<file path="config.mk">
export PLATFORM = sky130hd
export DESIGN_NAME = axi4_lite_bridge_regs_flat
export DESIGN_NICKNAME = d
export VERILOG_FILES = /design/src/rtl/axiuart_regs_pkg.sv /design/src/rtl/axi4_lite_if.sv /design/src/rtl/axi4_lite_slave_if_fsm.sv /design/src/rtl/axi4_lite_bridge_regs.sv /design/src/flat_wrapper.sv
export SDC_FILE = /design/constraint.sdc
export NUM_CORES = 1
export LEC_CHECK = 0
export ABC_AREA = 1
export CORE_MARGIN = 1.5
export CORE_UTILIZATION = 42
export DETAILED_ROUTE_END_ITERATION = 12
export GPL_TIMING_DRIVEN = 0
export PLACE_DENSITY = 0.78
export SLEW_MARGIN = 25
export SYNTH_ARGS = -nofsm -noshare
export SYNTH_HDL_FRONTEND = slang
export SYNTH_HIERARCHICAL = 1
export SYNTH_SLANG_ARGS = --single-unit
export TNS_END_PERCENT = 5
</file>
<file path="constraint.sdc">
create_clock -name clk -period 2.5 [get_ports clk]
set_input_delay 0.5 -clock clk [delete_from_list [all_inputs] [get_ports clk]]
set_output_delay 0.5 -clock clk [all_outputs]
set_load 0.02 [all_outputs]
</file>
<file path="src/rtl/axiuart_regs_pkg.sv">
// Shared types and register map for the UART-AXI4 bridge register file.
package axiuart_regs_pkg;

  localparam logic [11:0] OFF_CONTROL = 12'h000;
  localparam logic [11:0] OFF_STATUS  = 12'h004;
  localparam logic [11:0] OFF_COUNTS  = 12'h008;
  localparam logic [11:0] OFF_ERRCAP  = 12'h00C;
  localparam logic [11:0] OFF_SCRATCH = 12'h010;
  localparam logic [11:0] OFF_VERSION = 12'h014;

  typedef enum logic [1:0] {
    RESP_OKAY   = 2'b00,
    RESP_SLVERR = 2'b10,
    RESP_DECERR = 2'b11
  } axi_resp_t;

  typedef struct packed {
    logic [29:0] rsvd;
    logic        enable;
    logic        stat_clr;
  } ctrl_reg_t;

  typedef enum logic {W_IDLE, W_RESP} w_state_t;
  typedef enum logic {R_IDLE, R_RESP} r_state_t;

  typedef enum logic [2:0] {
    REG_CONTROL, REG_STATUS, REG_COUNTS, REG_ERRCAP, REG_SCRATCH, REG_VERSION, REG_NONE
  } reg_sel_t;

  // Anything outside the 4 KB window, or an unmapped word inside it, selects REG_NONE.
  function automatic reg_sel_t decode_addr(input logic [31:0] addr, input logic [31:0] base);
    logic [11:0] off;
    off = addr[11:0] & 12'hFFC;
    if ((addr & 32'hFFFF_F000) != (base & 32'hFFFF_F000)) return REG_NONE;
    case (off)
      OFF_CONTROL: return REG_CONTROL;
      OFF_STATUS:  return REG_STATUS;
      OFF_COUNTS:  return REG_COUNTS;
      OFF_ERRCAP:  return REG_ERRCAP;
      OFF_SCRATCH: return REG_SCRATCH;
      OFF_VERSION: return REG_VERSION;
      default:     return REG_NONE;
    endcase
  endfunction

  function automatic logic [31:0] apply_wstrb(input logic [31:0] old_val,
                                              input logic [31:0] new_val,
                                              input logic [3:0]  strb);
    logic [31:0] res;
    for (int i = 0; i < 4; i++) res[i*8 +: 8] = strb[i] ? new_val[i*8 +: 8] : old_val[i*8 +: 8];
    return res;
  endfunction

endpackage

</file>
<file path="src/rtl/axi4_lite_if.sv">
// AXI4-Lite bundle: 32-bit address/data, byte strobes, 2-bit responses.
interface axi4_lite_if;
  logic [31:0] awaddr;
  logic        awvalid;
  logic        awready;
  logic [31:0] wdata;
  logic [3:0]  wstrb;
  logic        wvalid;
  logic        wready;
  logic [1:0]  bresp;
  logic        bvalid;
  logic        bready;
  logic [31:0] araddr;
  logic        arvalid;
  logic        arready;
  logic [31:0] rdata;
  logic [1:0]  rresp;
  logic        rvalid;
  logic        rready;

  modport slave (
    input  awaddr, awvalid, wdata, wstrb, wvalid, bready, araddr, arvalid, rready,
    output awready, wready, bresp, bvalid, arready, rdata, rresp, rvalid
  );
  modport master (
    output awaddr, awvalid, wdata, wstrb, wvalid, bready, araddr, arvalid, rready,
    input  awready, wready, bresp, bvalid, arready, rdata, rresp, rvalid
  );
endinterface

</file>
<file path="src/rtl/axi4_lite_slave_if_fsm.sv">
// AXI4-Lite slave handshake engine: turns AW/W/B and AR/R traffic into single-cycle
// register write and read strobes.
module axi4_lite_slave_if_fsm
  import axiuart_regs_pkg::*;
(
  input  logic              clk,
  input  logic              rst,
  axi4_lite_if.slave        axi,
  output logic              o_wr_en,
  output logic [31:0]       o_wr_addr,
  output logic [31:0]       o_wr_data,
  output logic [3:0]        o_wr_strb,
  input  axi_resp_t         i_wr_resp,
  output logic              o_rd_en,
  output logic [31:0]       o_rd_addr,
  input  logic [31:0]       i_rd_data,
  input  axi_resp_t         i_rd_resp
);

  w_state_t    r_w_state, w_w_state_nxt;
  r_state_t    r_r_state, w_r_state_nxt;
  logic        r_active;
  logic        r_aw_held, r_w_held;
  logic [31:0] r_awaddr, r_wdata;
  logic [3:0]  r_wstrb;
  axi_resp_t   r_bresp, r_rresp;
  logic [31:0] r_rdata;
  logic        w_aw_hs, w_w_hs, w_ar_hs, w_commit;

  // r_active keeps every ready low until the first cycle after reset is released.
  assign axi.awready = r_active && !r_aw_held && (r_w_state == W_IDLE);
  assign axi.wready  = r_active && !r_w_held  && (r_w_state == W_IDLE);
  assign axi.arready = r_active && (r_r_state == R_IDLE);
  assign axi.bvalid  = (r_w_state == W_RESP);
  assign axi.bresp   = r_bresp;
  assign axi.rvalid  = (r_r_state == R_RESP);
  assign axi.rresp   = r_rresp;
  assign axi.rdata   = r_rdata;

  assign w_aw_hs  = axi.awvalid && axi.awready;
  assign w_w_hs   = axi.wvalid  && axi.wready;
  assign w_ar_hs  = axi.arvalid && axi.arready;
  assign w_commit = r_aw_held && r_w_held;

  assign o_wr_en   = w_commit;
  assign o_wr_addr = r_awaddr;
  assign o_wr_data = r_wdata;
  assign o_wr_strb = r_wstrb;
  assign o_rd_en   = w_ar_hs;
  assign o_rd_addr = axi.araddr;

  // NOTE: every always_comb output gets a default first so no path infers a latch.
  always_comb begin
    w_w_state_nxt = r_w_state;
    w_r_state_nxt = r_r_state;
    case (r_w_state)
      W_IDLE:  if (w_commit)   w_w_state_nxt = W_RESP;
      W_RESP:  if (axi.bready) w_w_state_nxt = W_IDLE;
      default: w_w_state_nxt = W_IDLE;
    endcase
    case (r_r_state)
      R_IDLE:  if (w_ar_hs)    w_r_state_nxt = R_RESP;
      R_RESP:  if (axi.rready) w_r_state_nxt = R_IDLE;
      default: w_r_state_nxt = R_IDLE;
    endcase
  end

  // NOTE: sequential state uses non-blocking assignments; reset is sampled on the clock edge.
  always_ff @(posedge clk) begin
    if (!rst) begin
      r_w_state <= W_IDLE;
      r_r_state <= R_IDLE;
    end else begin
      r_w_state <= w_w_state_nxt;
      r_r_state <= w_r_state_nxt;
    end
  end

  always_ff @(posedge clk) begin
    if (!rst) begin
      r_active  <= 1'b0;
      r_aw_held <= 1'b0;
      r_w_held  <= 1'b0;
      r_awaddr  <= '0;
      r_wdata   <= '0;
      r_wstrb   <= '0;
      r_bresp   <= RESP_OKAY;
      r_rresp   <= RESP_OKAY;
      r_rdata   <= '0;
    end else begin
      r_active <= 1'b1;
      if (w_aw_hs) begin
        r_aw_held <= 1'b1;
        r_awaddr  <= axi.awaddr;
      end
      if (w_w_hs) begin
        r_w_held <= 1'b1;
        r_wdata  <= axi.wdata;
        r_wstrb  <= axi.wstrb;
      end
      if (w_commit) begin
        r_aw_held <= 1'b0;
        r_w_held  <= 1'b0;
        r_bresp   <= i_wr_resp;
      end
      if (w_ar_hs) begin
        r_rdata <= i_rd_data;
        r_rresp <= i_rd_resp;
      end else if (axi.rvalid && axi.rready) begin
        r_rdata <= '0;
        r_rresp <= RESP_OKAY;
      end
    end
  end

endmodule

</file>
<file path="src/rtl/axi4_lite_bridge_regs.sv">
// Bridge register file: status/counter views, CONTROL/SCRATCH storage, error-code capture
// and the statistics-reset pulse, behind an AXI4-Lite slave port.
module axi4_lite_bridge_regs
  import axiuart_regs_pkg::*;
#(
  parameter logic [31:0] BASE_ADDR    = 32'h0000_1000,
  parameter logic [31:0] VERSION_WORD = 32'h0001_0000,
  parameter logic [31:0] SCRATCH_RST  = 32'h0000_0000
) (
  input  logic        clk,
  input  logic        rst,
  axi4_lite_if.slave  axi,
  input  logic        bridge_busy,
  input  logic [7:0]  bridge_error_code,
  input  logic [15:0] tx_transaction_count,
  input  logic [15:0] rx_transaction_count,
  input  logic [7:0]  fifo_status_flags,
  output logic        reset_statistics,
  output logic        ctrl_enable
);

  logic        w_wr_en, w_rd_en;
  logic [31:0] w_wr_addr, w_wr_data, w_rd_addr, w_rd_data;
  logic [3:0]  w_wr_strb;
  axi_resp_t   w_wr_resp, w_rd_resp;
  reg_sel_t    w_wr_sel, w_rd_sel;
  ctrl_reg_t   w_ctrl_view;

  logic        r_ctrl_enable, r_reset_statistics;
  logic [31:0] r_scratch;
  logic [7:0]  r_err_code, r_prev_code;
  logic        r_err_valid;
  logic [15:0] r_err_count;
  logic        w_wr_ctrl, w_wr_errcap, w_wr_scratch;
  logic        w_err_edge, w_capture, w_clr_valid, w_clr_count;

  axi4_lite_slave_if_fsm u_if_fsm (
    .clk       (clk),
    .rst       (rst),
    .axi       (axi),
    .o_wr_en   (w_wr_en),
    .o_wr_addr (w_wr_addr),
    .o_wr_data (w_wr_data),
    .o_wr_strb (w_wr_strb),
    .i_wr_resp (w_wr_resp),
    .o_rd_en   (w_rd_en),
    .o_rd_addr (w_rd_addr),
    .i_rd_data (w_rd_data),
    .i_rd_resp (w_rd_resp)
  );

  assign w_wr_sel    = decode_addr(w_wr_addr, BASE_ADDR);
  assign w_rd_sel    = decode_addr(w_rd_addr, BASE_ADDR);
  assign w_ctrl_view = '{rsvd: '0, enable: r_ctrl_enable, stat_clr: 1'b0};

  always_comb begin
    w_wr_resp = RESP_DECERR;
    case (w_wr_sel)
      REG_CONTROL, REG_ERRCAP, REG_SCRATCH: w_wr_resp = RESP_OKAY;
      REG_STATUS, REG_COUNTS, REG_VERSION:  w_wr_resp = RESP_SLVERR;
      default:                              w_wr_resp = RESP_DECERR;
    endcase
  end

  // Read mux sees pre-write values, so a read racing a write returns the old contents.
  always_comb begin
    w_rd_data = '0;
    w_rd_resp = RESP_OKAY;
    if (w_rd_en) begin
      case (w_rd_sel)
        REG_CONTROL: w_rd_data = w_ctrl_view;
        REG_STATUS:  w_rd_data = {15'b0, bridge_busy, fifo_status_flags, bridge_error_code};
        REG_COUNTS:  w_rd_data = {rx_transaction_count, tx_transaction_count};
        REG_ERRCAP:  w_rd_data = {r_err_count, 7'b0, r_err_valid, r_err_code};
        REG_SCRATCH: w_rd_data = r_scratch;
        REG_VERSION: w_rd_data = VERSION_WORD;
        default:     w_rd_resp = RESP_DECERR;
      endcase
    end
  end

  assign w_wr_ctrl    = w_wr_en && (w_wr_sel == REG_CONTROL);
  assign w_wr_errcap  = w_wr_en && (w_wr_sel == REG_ERRCAP);
  assign w_wr_scratch = w_wr_en && (w_wr_sel == REG_SCRATCH);
  assign w_err_edge   = (r_prev_code == 8'h00) && (bridge_error_code != 8'h00);
  assign w_capture    = (bridge_error_code != 8'h00) && !r_err_valid;
  assign w_clr_valid  = w_wr_errcap && w_wr_strb[1] && w_wr_data[8];
  assign w_clr_count  = w_wr_errcap && w_wr_strb[2] && w_wr_data[16];

  always_ff @(posedge clk) begin
    if (!rst) begin
      r_ctrl_enable      <= 1'b0;
      r_reset_statistics <= 1'b0;
      r_scratch          <= SCRATCH_RST;
      r_prev_code        <= 8'h00;
      r_err_code         <= 8'h00;
      r_err_valid        <= 1'b0;
      r_err_count        <= 16'h0000;
    end else begin
      r_reset_statistics <= w_wr_ctrl && w_wr_strb[0] && w_wr_data[0];
      if (w_wr_ctrl && w_wr_strb[0]) r_ctrl_enable <= w_wr_data[1];
      if (w_wr_scratch) r_scratch <= apply_wstrb(r_scratch, w_wr_data, w_wr_strb);
      r_prev_code <= bridge_error_code;
      // A capture in the same cycle as a W1C wins, leaving the sticky bit set.
      if (w_capture) begin
        r_err_code  <= bridge_error_code;
        r_err_valid <= 1'b1;
      end else if (w_clr_valid) begin
        r_err_code  <= 8'h00;
        r_err_valid <= 1'b0;
      end
      if (w_clr_count)                               r_err_count <= w_err_edge ? 16'h0001 : 16'h0000;
      else if (w_err_edge && r_err_count != 16'hFFFF) r_err_count <= r_err_count + 16'h0001;
    end
  end

  assign reset_statistics = r_reset_statistics;
  assign ctrl_enable      = r_ctrl_enable;

endmodule
</file>
<file path="src/flat_wrapper.sv">
// flat-port wrapper written by rule: the top's interface ports become plain ports
module axi4_lite_bridge_regs_flat import axiuart_regs_pkg::*;
#(
  parameter logic [31:0] BASE_ADDR    = 32'h0000_1000,
  parameter logic [31:0] VERSION_WORD = 32'h0001_0000,
  parameter logic [31:0] SCRATCH_RST  = 32'h0000_0000
)
  (clk, rst, bridge_busy, bridge_error_code, tx_transaction_count, rx_transaction_count, fifo_status_flags, reset_statistics, ctrl_enable, axi_awaddr, axi_awvalid, axi_wdata, axi_wstrb, axi_wvalid, axi_bready, axi_araddr, axi_arvalid, axi_rready, axi_awready, axi_wready, axi_bresp, axi_bvalid, axi_arready, axi_rdata, axi_rresp, axi_rvalid);
  axi4_lite_if axi_i ();
  input  logic clk;
  input  logic rst;
  input  logic bridge_busy;
  input  logic [7:0] bridge_error_code;
  input  logic [15:0] tx_transaction_count;
  input  logic [15:0] rx_transaction_count;
  input  logic [7:0] fifo_status_flags;
  output logic reset_statistics;
  output logic ctrl_enable;
  input wire logic [$bits(axi_i.awaddr)-1:0] axi_awaddr;
  input wire logic [$bits(axi_i.awvalid)-1:0] axi_awvalid;
  input wire logic [$bits(axi_i.wdata)-1:0] axi_wdata;
  input wire logic [$bits(axi_i.wstrb)-1:0] axi_wstrb;
  input wire logic [$bits(axi_i.wvalid)-1:0] axi_wvalid;
  input wire logic [$bits(axi_i.bready)-1:0] axi_bready;
  input wire logic [$bits(axi_i.araddr)-1:0] axi_araddr;
  input wire logic [$bits(axi_i.arvalid)-1:0] axi_arvalid;
  input wire logic [$bits(axi_i.rready)-1:0] axi_rready;
  output wire logic [$bits(axi_i.awready)-1:0] axi_awready;
  output wire logic [$bits(axi_i.wready)-1:0] axi_wready;
  output wire logic [$bits(axi_i.bresp)-1:0] axi_bresp;
  output wire logic [$bits(axi_i.bvalid)-1:0] axi_bvalid;
  output wire logic [$bits(axi_i.arready)-1:0] axi_arready;
  output wire logic [$bits(axi_i.rdata)-1:0] axi_rdata;
  output wire logic [$bits(axi_i.rresp)-1:0] axi_rresp;
  output wire logic [$bits(axi_i.rvalid)-1:0] axi_rvalid;
  assign axi_i.awaddr = axi_awaddr;
  assign axi_i.awvalid = axi_awvalid;
  assign axi_i.wdata = axi_wdata;
  assign axi_i.wstrb = axi_wstrb;
  assign axi_i.wvalid = axi_wvalid;
  assign axi_i.bready = axi_bready;
  assign axi_i.araddr = axi_araddr;
  assign axi_i.arvalid = axi_arvalid;
  assign axi_i.rready = axi_rready;
  assign axi_awready = axi_i.awready;
  assign axi_wready = axi_i.wready;
  assign axi_bresp = axi_i.bresp;
  assign axi_bvalid = axi_i.bvalid;
  assign axi_arready = axi_i.arready;
  assign axi_rdata = axi_i.rdata;
  assign axi_rresp = axi_i.rresp;
  assign axi_rvalid = axi_i.rvalid;
  axi4_lite_bridge_regs #(.BASE_ADDR(BASE_ADDR), .VERSION_WORD(VERSION_WORD), .SCRATCH_RST(SCRATCH_RST)) u_core (.clk(clk), .rst(rst), .axi(axi_i), .bridge_busy(bridge_busy), .bridge_error_code(bridge_error_code), .tx_transaction_count(tx_transaction_count), .rx_transaction_count(rx_transaction_count), .fifo_status_flags(fifo_status_flags), .reset_statistics(reset_statistics), .ctrl_enable(ctrl_enable));
endmodule
</file>
==> run_results.csv <==
group,metric,value,unit
outcome,status,"complete, no violations",
cells_and_area,nNetsFinal,1798,
logic_synthesis,syn_avg_cell_area,6.42,um^2
worst_setup_path,worstSetupStartpointType,"flop",
cts,cts_tree,"built",
logic_synthesis,synth_area,0.00937,mm^2
logic_synthesis,synth_fp_nets,1617,
sta,slew_headroom,0.587,
worst_setup_path,crit_path_max_fanout,4,
worst_setup_path,reg2reg_slack,0.30,ns
worst_setup_path,cp.required,2.00,ns
cts,cts_buffers,17,
cells_and_area,layout-drive-gt1-share,0.0750,
cells_and_area,post-route-cell-area,0.0120,mm^2
die,core,0.0218,mm^2
pwr,power_density,545,mW/mm^2
worst_setup_path,end_kind,"primary output",
sta,worst_pin_slew,0.616,ns
routing,via_per_inst,4.95,
grt,antenna_found_initial,0,
placed_design,portBuffers,162,
sta,post-route-worst-setup-slack,0.106,ns
pwr,leakage,5.35,nW
grt,grt_use_total,0.231,
grt,grt_pass1_wl,44.0,mm
die,initial_core_util,0.429,
routing,drt_iter0_markers,650,
sta,slew_viol_final,0,
logic_synthesis,yosys_warnings,6,
grt,grt_pass1_vias,9164,
cells_and_area,multi_input_area,0.00440,mm^2
sta,fin_hold_ws,0.472,ns
grt,grt-ovfl-total,0,
placed_design,dp_hpwl,20.9,mm
sta,fin_crit,2.39,ns
cells_and_area,nFillCells,2085,
worst_setup_path,cpPeakStageDelay,0.60,ns
cts,cts_setup_buffers,0,
cts,cts_max_level,4,
die,boundaryPins,199,
sta,finClkSkew,0.00655,ns
logic_synthesis,netlist_instances,1460,
die,die_h,152,um
sta,setup_viol,0,
placed_design,gp_congestion,0.921,
worst_setup_path,worstSetupPathType,"reg -> out",
worst_setup_path,arrival,1.89,ns
die,dieArea,0.0232,mm^2
routing,wire_per_inst,13.7,um
routing,dr_total_vias,9578,
worst_setup_path,crit_chain,"nand3_1 -> inv_1 -> clkdlybuf4s50_1",
sta,max_freq,0.418,GHz
cells_and_area,final_core_util,0.548,
placed_design,pre_cts_ws,-0.114,ns
worst_hold_path,hp-class,"reg -> reg",
routing,drc,0,
sta,hold_viol_final,0,
cells_and_area,num_antenna_cells,0,
routing,drt-pass1-iter-count,5,
placed_design,place_area,0.0113,mm^2
pwr,irDropWorstVdd,344,uV
cts,insertion_delay,0.43,ns
cts,cts_sinks,174,
cts,path_clk_slew,0.06,ns
die,chipWidth,152,um
die,rows,54,
sta,rsz0062_at_grt,"false",
cts,cts_max_path_buffers,2,
routing,routed_wl,26.5,mm
cells_and_area,regArea,0.00348,mm^2
cells_and_area,syn_to_final_growth,27.6,%
grt,grt_max_degree,17,
cts,cts_root_buf,"clkbuf_16",
job,cap_violations,0,
worst_setup_path,cp_slowest_cell,"clkdlybuf4s50_1",
sta,fin_crit_sh,0.957,
routing,ant_nets,0,
-- metal layers --
metal,global-route usage,wire [um]
met4,0.0740,582
met3,0.0523,2100
met1,0.288,11500
met2,0.394,12400
met5,0,0
-- sequential cells by signal, summed over array words and instances, names as in the netlist --
| register | count |
|---|---|
| u_core/u_if_fsm/r_w_held | 1 |
| u_core/r_scratch | 32 |
| u_core/r_err_code | 8 |
| u_core/u_if_fsm/axi.rdata | 32 |
| u_core/u_if_fsm/axi.rresp | 2 |
| u_core/r_prev_code | 8 |
| u_core/u_if_fsm/r_aw_held | 1 |
| u_core/u_if_fsm/axi.bvalid | 1 |
| u_core/u_if_fsm/o_wr_strb | 4 |
| u_core/r_err_valid | 1 |
| u_core/reset_statistics | 1 |
| u_core/u_if_fsm/axi.rvalid | 1 |
| u_core/u_if_fsm/r_active | 1 |
| u_core/r_err_count | 16 |
| u_core/u_if_fsm/o_wr_addr | 30 |
| u_core/u_if_fsm/axi.bresp | 2 |
| u_core/ctrl_enable | 1 |
| u_core/u_if_fsm/o_wr_data | 32 |
-- final timing paths --
check                                                  start                                    endpoint  depth (start not counted)
hold reg to reg   u_core/u_if_fsm/o_wr_data[28]$_SDFFE_PN0P_  u_core/u_if_fsm/o_wr_data[28]$_SDFFE_PN0P_                          2
hold / removal    u_core/u_if_fsm/o_wr_data[28]$_SDFFE_PN0P_  u_core/u_if_fsm/o_wr_data[28]$_SDFFE_PN0P_                          2
setup / recovery            u_core/u_if_fsm/r_active$_DFF_P_                                  axi_wready                          3
setup reg to reg            u_core/u_if_fsm/r_active$_DFF_P_  u_core/u_if_fsm/axi.rdata[17]$_SDFFE_PN0P_                         10
-- layout make-up --
cell class              count  area share
flip-flops and latches    174       0.291
plain buffers             113      0.0541
inverters                 224      0.0705
multi-input cells         949       0.368
repair buffers            162       0.136
clock inverters            10      0.0115
clock buffers              21      0.0394
well taps                 280      0.0293
-- worst max-delay path: cells and delay by family, from the launching register on --
family	cells	cell delay [ns]
buffers and inverters	2	0.70
and+or+nand+nor	1	0.26
DFF	1	0.51
-- power by group --
group	switching [mW]	internal, mW	total (mW)
clock	1.09	1.64	2.73
sequential	0.0632	2.88	2.94
combinational	0.449	0.393	0.842
-- layout by cell type, fill, tap and decap left out, types with 5 or more instances in the layout --
cell,count
a21oi_1,47
buf_1,13
buf_2,22
buf_4,44
clkbuf_1,31
clkbuf_16,17
clkdlybuf4s50_1,161
dfxtp_1,174
inv_1,218
nand2_1,310
nand3_1,115
nand3b_1,31
nand4_1,109
nor2_1,268
nor2_2,5
nor3_1,11
o21ai_0,12
o22ai_1,8
-- through the flow --
step / setup TNS [ns] / total power, mW / instances
floorplan: 0 / 3.48 / 1460
global placement: -0.656 / 3.82 / 1902
detailed placement: -0.953 / 3.84 / 1902
CTS: 0 / 6.55 / 1933
global route: 0 / 6.78 / 1933
finish: 0 / 6.52 / 1933
-- what timing repair did --
action	CTS	global route
endpoints found under the hold margin	0	0
endpoints found under the setup margin	0	1
gates resized for setup	0	1
hold buffers	0	0
(Power assumes the default switching activity.)
